**config.mk**
```make
export PLATFORM = sky130hd
export DESIGN_NAME = vc_ram_1wnr_clr
export DESIGN_NICKNAME = d
export VERILOG_FILES = /design/src/rtl/vc_ram_1wnr_clr.sv
export SDC_FILE = /design/constraint.sdc
export NUM_CORES = 1
export LEC_CHECK = 0
export CAP_MARGIN = 20
export CELL_PAD_IN_SITES_DETAIL_PLACEMENT = 2
export CELL_PAD_IN_SITES_GLOBAL_PLACEMENT = 2
export CORE_AREA = 2 2 227 229
export CTS_BUF_LIST = sky130_fd_sc_hd__clkbuf_2 sky130_fd_sc_hd__clkbuf_4 sky130_fd_sc_hd__clkbuf_8
export DETAILED_ROUTE_END_ITERATION = 12
export DIE_AREA = 0 0 229 231
export GPL_TIMING_DRIVEN = 0
export PLACE_DENSITY_LB_ADDON = 0.1
export SETUP_SLACK_MARGIN = 0.3
export SYNTH_ARGS = -nofsm -noshare
export SYNTH_HDL_FRONTEND = slang
export SYNTH_SLANG_ARGS = --single-unit
```
**constraint.sdc**
```tcl
create_clock -name clk -period 5.4 [get_ports clk]
set_input_delay 1.62 -clock clk [delete_from_list [all_inputs] [get_ports clk]]
set_output_delay 1.62 -clock clk [all_outputs]
set_load 0.005 [all_outputs]
```
**src/rtl/vc_ram_1wnr_clr.sv**
```systemverilog
// Flip-flop RAM with one lane-masked write port and NUM_RD read ports, optional
// registered reads and write-to-read bypass, plus a clear sequencer run after reset.
module vc_ram_1wnr_clr #(
    parameter int DATA_SZ = 32,
    parameter int LANE_SZ = 8,
    parameter int ENTRIES = 16,
    parameter int ADDR_SZ = 4,
    parameter int NUM_RD = 2,
    parameter int SYNC_READ = 0,
    parameter int WR_BYPASS = 1,
    parameter logic [DATA_SZ-1:0] CLEAR_VALUE = '0
) (
    input  logic                         clk,
    input  logic                         reset_p,
    input  logic [NUM_RD*ADDR_SZ-1:0]    raddr,
    output logic [NUM_RD*DATA_SZ-1:0]    rdata,
    input  logic                         wen_p,
    input  logic [ADDR_SZ-1:0]           waddr_p,
    input  logic [DATA_SZ/LANE_SZ-1:0]   wmask_p,
    input  logic [DATA_SZ-1:0]           wdata_p,
    input  logic                         clr_req,
    output logic                         busy,
    output logic                         wr_drop
);

    localparam int NLANE = DATA_SZ / LANE_SZ;
    localparam int IDX_W = $clog2(ENTRIES);
    localparam logic [IDX_W-1:0] LAST_IDX = IDX_W'(ENTRIES - 1);
    localparam logic [ADDR_SZ:0] ENTRIES_X = (ADDR_SZ + 1)'(ENTRIES);

    // busy is the externally visible copy of the FSM state.
    typedef enum logic {ST_IDLE, ST_CLEAR} state_t;

    state_t             state_q, state_d;
    logic [IDX_W-1:0]   idx_q, idx_d;
    logic [DATA_SZ-1:0] mem [ENTRIES];
    logic               wr_ok;
    logic               wr_drop_q;

    function automatic logic addr_ok(input logic [ADDR_SZ-1:0] a);
        return {1'b0, a} < ENTRIES_X;
    endfunction

    function automatic logic [DATA_SZ-1:0] merge(input logic [DATA_SZ-1:0] old_v,
                                                 input logic [DATA_SZ-1:0] new_v,
                                                 input logic [NLANE-1:0]   m);
        logic [DATA_SZ-1:0] r;
        r = old_v;
        for (int k = 0; k < NLANE; k++) begin
            if (m[k]) r[k*LANE_SZ +: LANE_SZ] = new_v[k*LANE_SZ +: LANE_SZ];
        end
        return r;
    endfunction

    always_comb begin
        state_d = state_q;
        idx_d   = idx_q;
        case (state_q)
            ST_CLEAR: begin
                if (idx_q == LAST_IDX) begin
                    state_d = ST_IDLE;
                    idx_d   = '0;
                end else begin
                    idx_d = idx_q + IDX_W'(1);
                end
            end
            ST_IDLE: begin
                if (clr_req) begin
                    state_d = ST_CLEAR;
                    idx_d   = '0;
                end
            end
            default: begin
                state_d = ST_CLEAR;
                idx_d   = '0;
            end
        endcase
    end

    always_ff @(posedge clk or posedge reset_p) begin
        if (reset_p) begin
            state_q   <= ST_CLEAR;
            idx_q     <= '0;
            wr_drop_q <= 1'b0;
        end else begin
            state_q   <= state_d;
            idx_q     <= idx_d;
            wr_drop_q <= wen_p && !wr_ok;
        end
    end

    assign busy    = (state_q == ST_CLEAR);
    assign wr_drop = wr_drop_q;
    assign wr_ok   = wen_p && !busy && addr_ok(waddr_p);

    // Storage carries no reset; the clear sequence is what initialises it.
    always_ff @(posedge clk) begin
        if (state_q == ST_CLEAR) begin
            mem[idx_q] <= CLEAR_VALUE;
        end else if (wr_ok) begin
            mem[waddr_p[IDX_W-1:0]] <= merge(mem[waddr_p[IDX_W-1:0]], wdata_p, wmask_p);
        end
    end

    for (genvar i = 0; i < NUM_RD; i++) begin : g_rd
        logic [ADDR_SZ-1:0] a;
        logic [DATA_SZ-1:0] val;

        assign a = raddr[i*ADDR_SZ +: ADDR_SZ];

        always_comb begin
            val = CLEAR_VALUE;
            if (!busy && addr_ok(a)) begin
                val = mem[a[IDX_W-1:0]];
                if (WR_BYPASS != 0 && wr_ok && waddr_p == a) begin
                    val = merge(val, wdata_p, wmask_p);
                end
            end
        end

        if (SYNC_READ != 0) begin : g_sync
            logic [DATA_SZ-1:0] q;
            always_ff @(posedge clk or posedge reset_p) begin
                if (reset_p) q <= CLEAR_VALUE;
                else         q <= val;
            end
            assign rdata[i*DATA_SZ +: DATA_SZ] = q;
        end else begin : g_comb
            assign rdata[i*DATA_SZ +: DATA_SZ] = val;
        end
    end

endmodule
```
==> impl_metrics.tcl, run 1 <==
set metrics [dict create \
    ys.flop_type "edfxtp_1" \
    cts_hold_buf 0 \
    async_flop_share 0.0116 \
    tool.error "[ERROR GRT-0232] Routing congestion too high. Check the congestion heatmap in the GUI." \
    yosysWarnings 0 \
    netlist_instances 1331 \
    initial_core_util 0.495 \
    synth_top_family_by_area "multiplexers" \
    endpoint_type "output port" \
    synth_cell_type_count 35 \
    cts_root_buf "clkbuf_8" \
    cts.path.max_buffers 3 \
    grt_max_degree 17 \
    die_w_um 229 \
    synth_simple_gate_area_share 0.0434 \
    gp_congestion 0.865 \
    ios 118 \
    syn_area_per_cell_um2 18.8 \
    stop_stage "global routing (5_1_grt)" \
    hpwl_um 66200 \
    synthAdderAreaFrac 0.000499 \
    h-tree-depth 3 \
    syn_area_mm2 0.0251 \
    synth-edff-count 512 \
    synth_fp_nets 1384 \
    outcome "aborted with a tool error" \
    synth_compound_area_frac 0.0639 \
    cts_buffers 88 \
    gr-total-overflow 84 \
    portBuffers 116 \
    ys_ff_latch 518 \
    postPlaceCellArea_mm2 0.0280 \
    antenna_found_initial 4 \
    die_y_um 231 \
    track_usage 0.807 \
    cts_sinks 518 \
    grt_worst_setup_endpoint "rdata[59]" \
    synth.area.mux_share 0.239 \
    synthXorXnorAreaFrac 0.00280 \
    dpl_worst_slack_ps -1360 \
    ys_seq_area_frac 0.619 \
    std_cell_rows 83 \
]
## Yosys cell counts, types with 8 or more instances
| cell | n | share of area |
|---|---|---|
| buf_4 | 15 | 0.0045 |
| mux4_2 | 223 | 0.20 |
| and2_1 | 37 | 0.0092 |
| nor2b_1 | 15 | 0.0037 |
| a22o_1 | 64 | 0.022 |
| buf_1 | 13 | 0.0019 |
| buf_12 | 11 | 0.0088 |
| nand2_1 | 70 | 0.010 |
| nor3_1 | 65 | 0.013 |
| nand3_1 | 9 | 0.0018 |
| buf_2 | 25 | 0.0050 |
| mux4_1 | 33 | 0.035 |
| nor2_1 | 10 | 0.0015 |
| xor2_1 | 8 | 0.0028 |
| and3_1 | 8 | 0.0020 |
| buf_6 | 9 | 0.0040 |
| edfxtp_1 | 512 | 0.61 |
| a31oi_1 | 8 | 0.0020 |
| clkbuf_1 | 37 | 0.0055 |
| a22oi_1 | 125 | 0.037 |
## routing by layer
layer  overflow  GRT usage
met5          0      0.238
met3          1      0.678
met4         54      0.839
met1          1      0.812
met2         28      0.944
## logic make-up after synthesis
group	after synthesis
AOI/OAI and AO/OA	207
DFF	518
and+or+nand+nor	220
xor gates and xnor gates	8
muxes	265
buffers and inverters	112
adders and majority gates	1
## metrics by stage
stage,std cells,hold slack [ps]
after floorplan,1331,530
after global placement,2127,590
after detailed placement,2182,623
after CTS,2419,638
## repair_timing
item | 4_1_cts
endpoints found under the setup margin | 64
gates cloned | 16
pin swaps | 71
setup buffers | 64
resized for setup | 567
==> run 2, diff against run 1 <==
==> config.mk (replaced) <==
export PLATFORM = sky130hd
export DESIGN_NAME = vc_ram_1wnr_clr
export DESIGN_NICKNAME = d
export VERILOG_FILES = /design/src/rtl/vc_ram_1wnr_clr.sv
export SDC_FILE = /design/constraint.sdc
export NUM_CORES = 1
export LEC_CHECK = 0
export CAP_MARGIN = 20
export CORE_AREA = 2 2 271 273
export DETAILED_ROUTE_END_ITERATION = 12
export DIE_AREA = 0 0 273 275
export GPL_TIMING_DRIVEN = 0
export PLACE_DENSITY_LB_ADDON = 0.15
export SYNTH_ARGS = -nofsm -noshare
export SYNTH_HDL_FRONTEND = slang
export SYNTH_SLANG_ARGS = --single-unit
==> run 2 against run 1 <==
Effect of this change:
- the flow now finishes without violations
- synthesized area stayed put
- synthesized cell count stayed put
==> impl_metrics.tcl, run 2 <==
set metrics [dict create \
    outcome "completed" \
    syn_area_per_cell_um2 18.8 \
    yosysMostFrequentCell "edfxtp_1" \
    cts.path.max_buffers 3 \
    cp_max_fo 10 \
    synth_common_cells "512 x edfxtp_1, 223 x mux4_2, 125 x a22oi_1, 70 x nand2_1, 65 x nor3_1" \
    hold_viol 0 \
    synth-edff-count 512 \
    period_share 0.997 \
    first_iter_violations 1764 \
    h-tree-depth 2 \
    ys_top_cells_by_area "edfxtp_1 61%, mux4_2 20%, a22oi_1 3.7%" \
    top_regs "mem x512, idx_q x4" \
    cts_tree "yes" \
    syn_area_mm2 0.0251 \
    relSlewSlack 0.239 \
    dieArea_mm2 0.0751 \
    synth_top_cell_area_share 0.613 \
    wirelength_um 87400 \
    worstSetupPathType "primary input to output pin" \
    antenna_left 0 \
    grt_max_degree 17 \
    largest_register_ffs 512 \
    netlist_instances 1331 \
    vias_per_cell 6.09 \
    finish.utilization 0.430 \
    ys_seq_area_frac 0.619 \
    period_minus_slack_ps 5380 \
    endpoint_kind "output pin" \
    drive_above_1_share 0.373 \
    tightestPinTransition_ps 1110 \
    postPlaceCellArea_mm2 0.0285 \
    peakVddDrop_mv 0.227 \
    setup_viol 0 \
    initial_core_util 0.346 \
    final_common_cell "edfxtp_1" \
    drtPass1Iterations 5 \
    async_flop_share 0.0116 \
    diodes 0 \
    die_w_um 273 \
    clk_pin_slew_worst_paths_ps 60 \
    holdCritPathClass "register to register" \
    yosys.area.top_type "edfxtp_1" \
    gp_congestion 0.845 \
    cts_hold_buf 0 \
    cp_data_arrival_time_ps 3760 \
    power.leakage_nw 10.3 \
    grt_pass1_wl_um 122000 \
    std_cell_rows 99 \
    cts_sinks 518 \
    slew_violations 0 \
    core_mm2 0.0723 \
    cts_buffers 56 \
    ys_ff_latch 518 \
    largest_register "mem" \
    maxCapViolations 0 \
    wire_per_inst_um 33.8 \
    track_usage 0.234 \
    drc_errors 0 \
    insertion_delay_ps 610 \
    cp.required_ps 3780 \
    die_y_um 275 \
    setup-tns-final_ps 0 \
    cp-start-kind "primary input" \
    synth_cell_type_count 35 \
    ys.flop_type "edfxtp_1" \
    nNetsFinal 1632 \
    grt_pass1_vias 16200 \
    portBuffers 116 \
    powerDensity_mw_per_mm2 397 \
    clock.fmax_mhz 186 \
    rsz0062_at_grt "true" \
    vias 15700 \
    clock_skew_ps 17.9 \
    whs_ps 608 \
    gr-total-overflow 0 \
    ios 118 \
    syn2layout_area_growth_pct 24.2 \
    layout_common_cells "512 x edfxtp_1, 223 x mux4_2, 104 x a22oi_1, 104 x clkdlybuf4s50_1, 82 x buf_6" \
    hpwl_um 62200 \
    synth_fp_nets 1384 \
    yosysWarnings 0 \
    cts_root_buf "clkbuf_16" \
    stdcell_area_mm2 0.0311 \
    antenna_found_initial 0 \
]
## run 2: layout make-up
| type | count | area (um2) |
|---|---|---|
| fill | 6351 | 41200 |
| sequential | 518 | 15500 |
| multi-input combinational | 701 | 9370 |
| timing repair buffer | 195 | 2020 |
| clock buffer | 68 | 1470 |
| buffer | 106 | 1280 |
| tap | 959 | 1200 |
| clock inverter | 35 | 258 |
| inverter | 1 | 3.75 |
## run 2: metal layers
layer	GRT usage	up-vias	share of wire
met3	0.0378	190	0.070
met5	0	-	0
li1	-	6288	-
met2	0.395	835	0.50
met4	0.0856	0	0.035
met1	0.305	8421	0.40
## run 2: power by group
group	switching [mW]	total (mW)	leakage, nW	internal [mW]
Sequential	0.298	5.55	4.88	5.25
Clock	1.56	3.66	0.845	2.11
Combinational	1.86	3.15	4.59	1.29
## run 2: critical path: stages
cell and delay, ps:
clkdlybuf4s15_2 290, buf_8 200, buf_8 200, mux4_2 310
a22oi_1 240, nand3_1 140, a22o_1 290, clkdlybuf4s50_1 480
## run 2: final timing paths
kind	cells after the start	to	slack, ps	start
worst max-delay path	8	rdata[55]	20	raddr[6]
worst min register to register	1	idx_q[0]	610	idx_q[0]
min in group asynchronous	2	idx_q[1]	1280	reset_p
worst min-delay path	1	idx_q[0]	610	idx_q[0]
worst max register to register	7	mem[8][20]	2270	busy
max in group asynchronous	2	busy	3820	reset_p
## run 2: repair_timing
item                                    in CTS  in global routing
cloned                                       0                  1
gates resized for setup                    261                 50
endpoints found under the setup margin      64                 52
setup buffers                                3                  3
pin swaps                                    3                  1
hold endpoints to repair                     0                  0
## run 2: metrics by stage
step | total power, mW | instances | worst slack, ps
3_5_place_dp | 8.66 | 2478 | -1300
2_1_floorplan | 7.03 | 1331 | 800
6_report | 12.4 | 2583 | 15.8
3_3_place_gp | 8.22 | 2406 | -1550
4_1_cts | 12.4 | 2579 | 0.843
5_1_grt | 12.8 | 2583 | -21.2
## run 2: cells by family (layout without fill, tap and decap cells)
family                     after synthesis  in the layout  synth area share
buffers and inverters                  112            405            0.0306
and+or+nand+nor                        220            220            0.0434
muxes                                  265            265             0.239
DFF                                    518            518             0.619
xor gates and xnor gates                 8              8           0.00280
AOI/OAI and AO/OA                      207            207            0.0639
adders and majority gates                1              1          0.000499
Note: power is estimated with default switching activity, not from simulation.
==> run 3, diff against run 2 <==
--- a/config.mk
+++ b/config.mk
@@ -14,3 +14,4 @@
 export SYNTH_ARGS = -nofsm -noshare
 export SYNTH_HDL_FRONTEND = slang
 export SYNTH_SLANG_ARGS = --single-unit
+export TNS_END_PERCENT = 20
==> run 3 against run 2 <==
Effect of this change:
- worst hold slack worse by 2.5 ps
- sequential share of layout area is 0.12 points higher
- maximum frequency is 0.19% lower
- clock-buffer cell count stayed put
- critical path depth stayed put
- final area is 0.24% lower
- register-to-register slack better by 30 ps
- global-route usage hardly changed
- combinational power hardly changed
- power hardly changed
- highest routed layer unchanged
- routed wire length hardly changed
- first-iteration DRC count is 2.8% higher
- critical endpoint is now rdata[58]
==> impl_metrics.tcl, run 3 (synthesis gave the netlist of run 2 again) <==
set metrics [dict create \
    power_switching_mw 3.72 \
    initial_core_util 0.346 \
    grt_pass1_vias 16200 \
    h-tree-depth 2 \
    crit_start "raddr[5]" \
    diodes 0 \
    rr_endpoint "mem[9][20]" \
    powerDensity_mw_per_mm2 398 \
    period_share 0.999 \
    cp.required_ps 3780 \
    cp_max_fo 10 \
    rsz0062_at_grt "true" \
    endpoint "rdata[58]" \
    hold_viol 0 \
    final_common_cell "edfxtp_1" \
    first_iter_violations 1814 \
    grt_pass1_wl_um 122000 \
    relSlewSlack 0.230 \
    p_int_mw 8.64 \
    cts_hold_buf 0 \
    rrSetupSlack_ps 2300 \
    p_total_mw 12.4 \
    outcome "completed" \
    cp-start-kind "primary input" \
    placed_cells 2478 \
    clock.fmax_mhz 185 \
    ios 118 \
    grt_max_degree 17 \
    whs_ps 606 \
    cts.path.max_buffers 3 \
    slew_violations 0 \
    peakVddDrop_mv 0.230 \
    drc_errors 0 \
    critical_path_buf_inv_count 4 \
    slowest_stage "mux4_2" \
    wire_per_inst_um 33.9 \
    antenna_found_initial 0 \
    syn2layout_area_growth_pct 23.9 \
    crit_path_max_incr_delay_ps 520 \
    layout_common_cells "512 x edfxtp_1, 223 x mux4_2, 106 x a22oi_1" \
    std_cell_rows 99 \
    cp_cell_sequence "buf_4 -> buf_12 -> buf_8 -> mux4_2 -> a22oi_1 -> nand2_1 -> a22o_1 -> clkdlybuf4s50_1" \
    cts_tree "yes" \
    vias_per_cell 6.05 \
    power_frac_seq 0.449 \
    clockPowerShare 0.297 \
    setup_viol 0 \
    final_cells 2580 \
    largest_register_ffs 512 \
    antenna_left 0 \
    nNetsFinal 1629 \
    endpoint_kind "output pin" \
    cts_sinks 518 \
    critPathTopFamily "buffers and inverters" \
    ff2ff_path_depth 6 \
    core_mm2 0.0723 \
    r2r-start "busy" \
    holdCritPathClass "register to register" \
    worstSetupPathType "primary input to output pin" \
    insertion_delay_ps 600 \
    cts_buffers 56 \
    wirelength_um 87400 \
    portBuffers 116 \
    setup-tns-final_ps 0 \
    clk_pin_slew_worst_paths_ps 60 \
    top_regs "mem x512, idx_q x4" \
    cts_root_buf "clkbuf_16" \
    vias 15600 \
    track_usage 0.234 \
    drtPass1Iterations 6 \
    hpwl_um 62200 \
    dieArea_mm2 0.0751 \
    drive_above_1_share 0.371 \
    p_sw_frac 0.301 \
    die_w_um 273 \
    cp_data_arrival_time_ps 3770 \
    maxCapViolations 0 \
    tightestPinTransition_ps 1120 \
    power.leakage_nw 10.3 \
    clock_skew_ps 14.7 \
    gp_congestion 0.845 \
    die_y_um 275 \
    cp_num_cells 8 \
    gr-total-overflow 0 \
    pwr-share-comb 0.254 \
    period_minus_slack_ps 5390 \
    largest_register "mem" \
]
[run 3: worst min-delay path by stage]
stage	startpoint	end	slack [ps]	cells past startpoint
floorplan	idx_q[0]	idx_q[0]	530	1
global placement	idx_q[0]	idx_q[0]	580	1
detailed placement	idx_q[0]	idx_q[0]	600	2
CTS	idx_q[0]	idx_q[0]	610	1
global route	idx_q[0]	idx_q[0]	660	1
finish	idx_q[0]	idx_q[0]	610	1
[run 3: what timing repair did]
| item | 4_1_cts | 5_1_grt |
|---|---|---|
| gates resized for setup | 261 | 41 |
| buffers inserted | 3 | 0 |
| cloned | 0 | 1 |
| setup endpoints to repair | 64 | 52 |
| pin swaps | 3 | 1 |
[run 3: final cells by class]
type / instances / area (um2)
plain buffers: 106 / 1250
clock buffers: 68 / 1470
clock inverters: 35 / 258
fillers: 6356 / 41300
inverters: 1 / 3.75
multi-input cells: 701 / 9360
flip-flops and latches: 518 / 15500
well taps: 959 / 1200
repair buffers: 192 / 1990
[run 3: per-stage QoR]
step / util / setup WS [ps] / area [um2]
3_3_place_gp: 0.379 / -1550 / 27400
4_1_cts: 0.427 / 0.843 / 30900
6_report: 0.429 / 5.65 / 31000
3_5_place_dp: 0.394 / -1300 / 28500
2_1_floorplan: - / 800 / 25100
5_1_grt: 0.429 / -45.0 / 31000
[run 3: power by group through the flow]
| stage | logic, mW | registers, mW | clock network [mW] |
|---|---|---|---|
| detailed placement | 3.04 | 5.62 | 0 |
| CTS | 3.11 | 5.54 | 3.73 |
| global route | 3.26 | 5.61 | 3.89 |
| global placement | 2.58 | 5.64 | 0 |
| floorplan | 1.54 | 5.50 | 0 |
| finish | 3.14 | 5.55 | 3.67 |
[run 3: metal layers]
metal | global-route usage | share of wire
met1 | 0.305 | 0.39
met2 | 0.395 | 0.50
met3 | 0.0378 | 0.074
met4 | 0.0856 | 0.035
met5 | 0 | 0
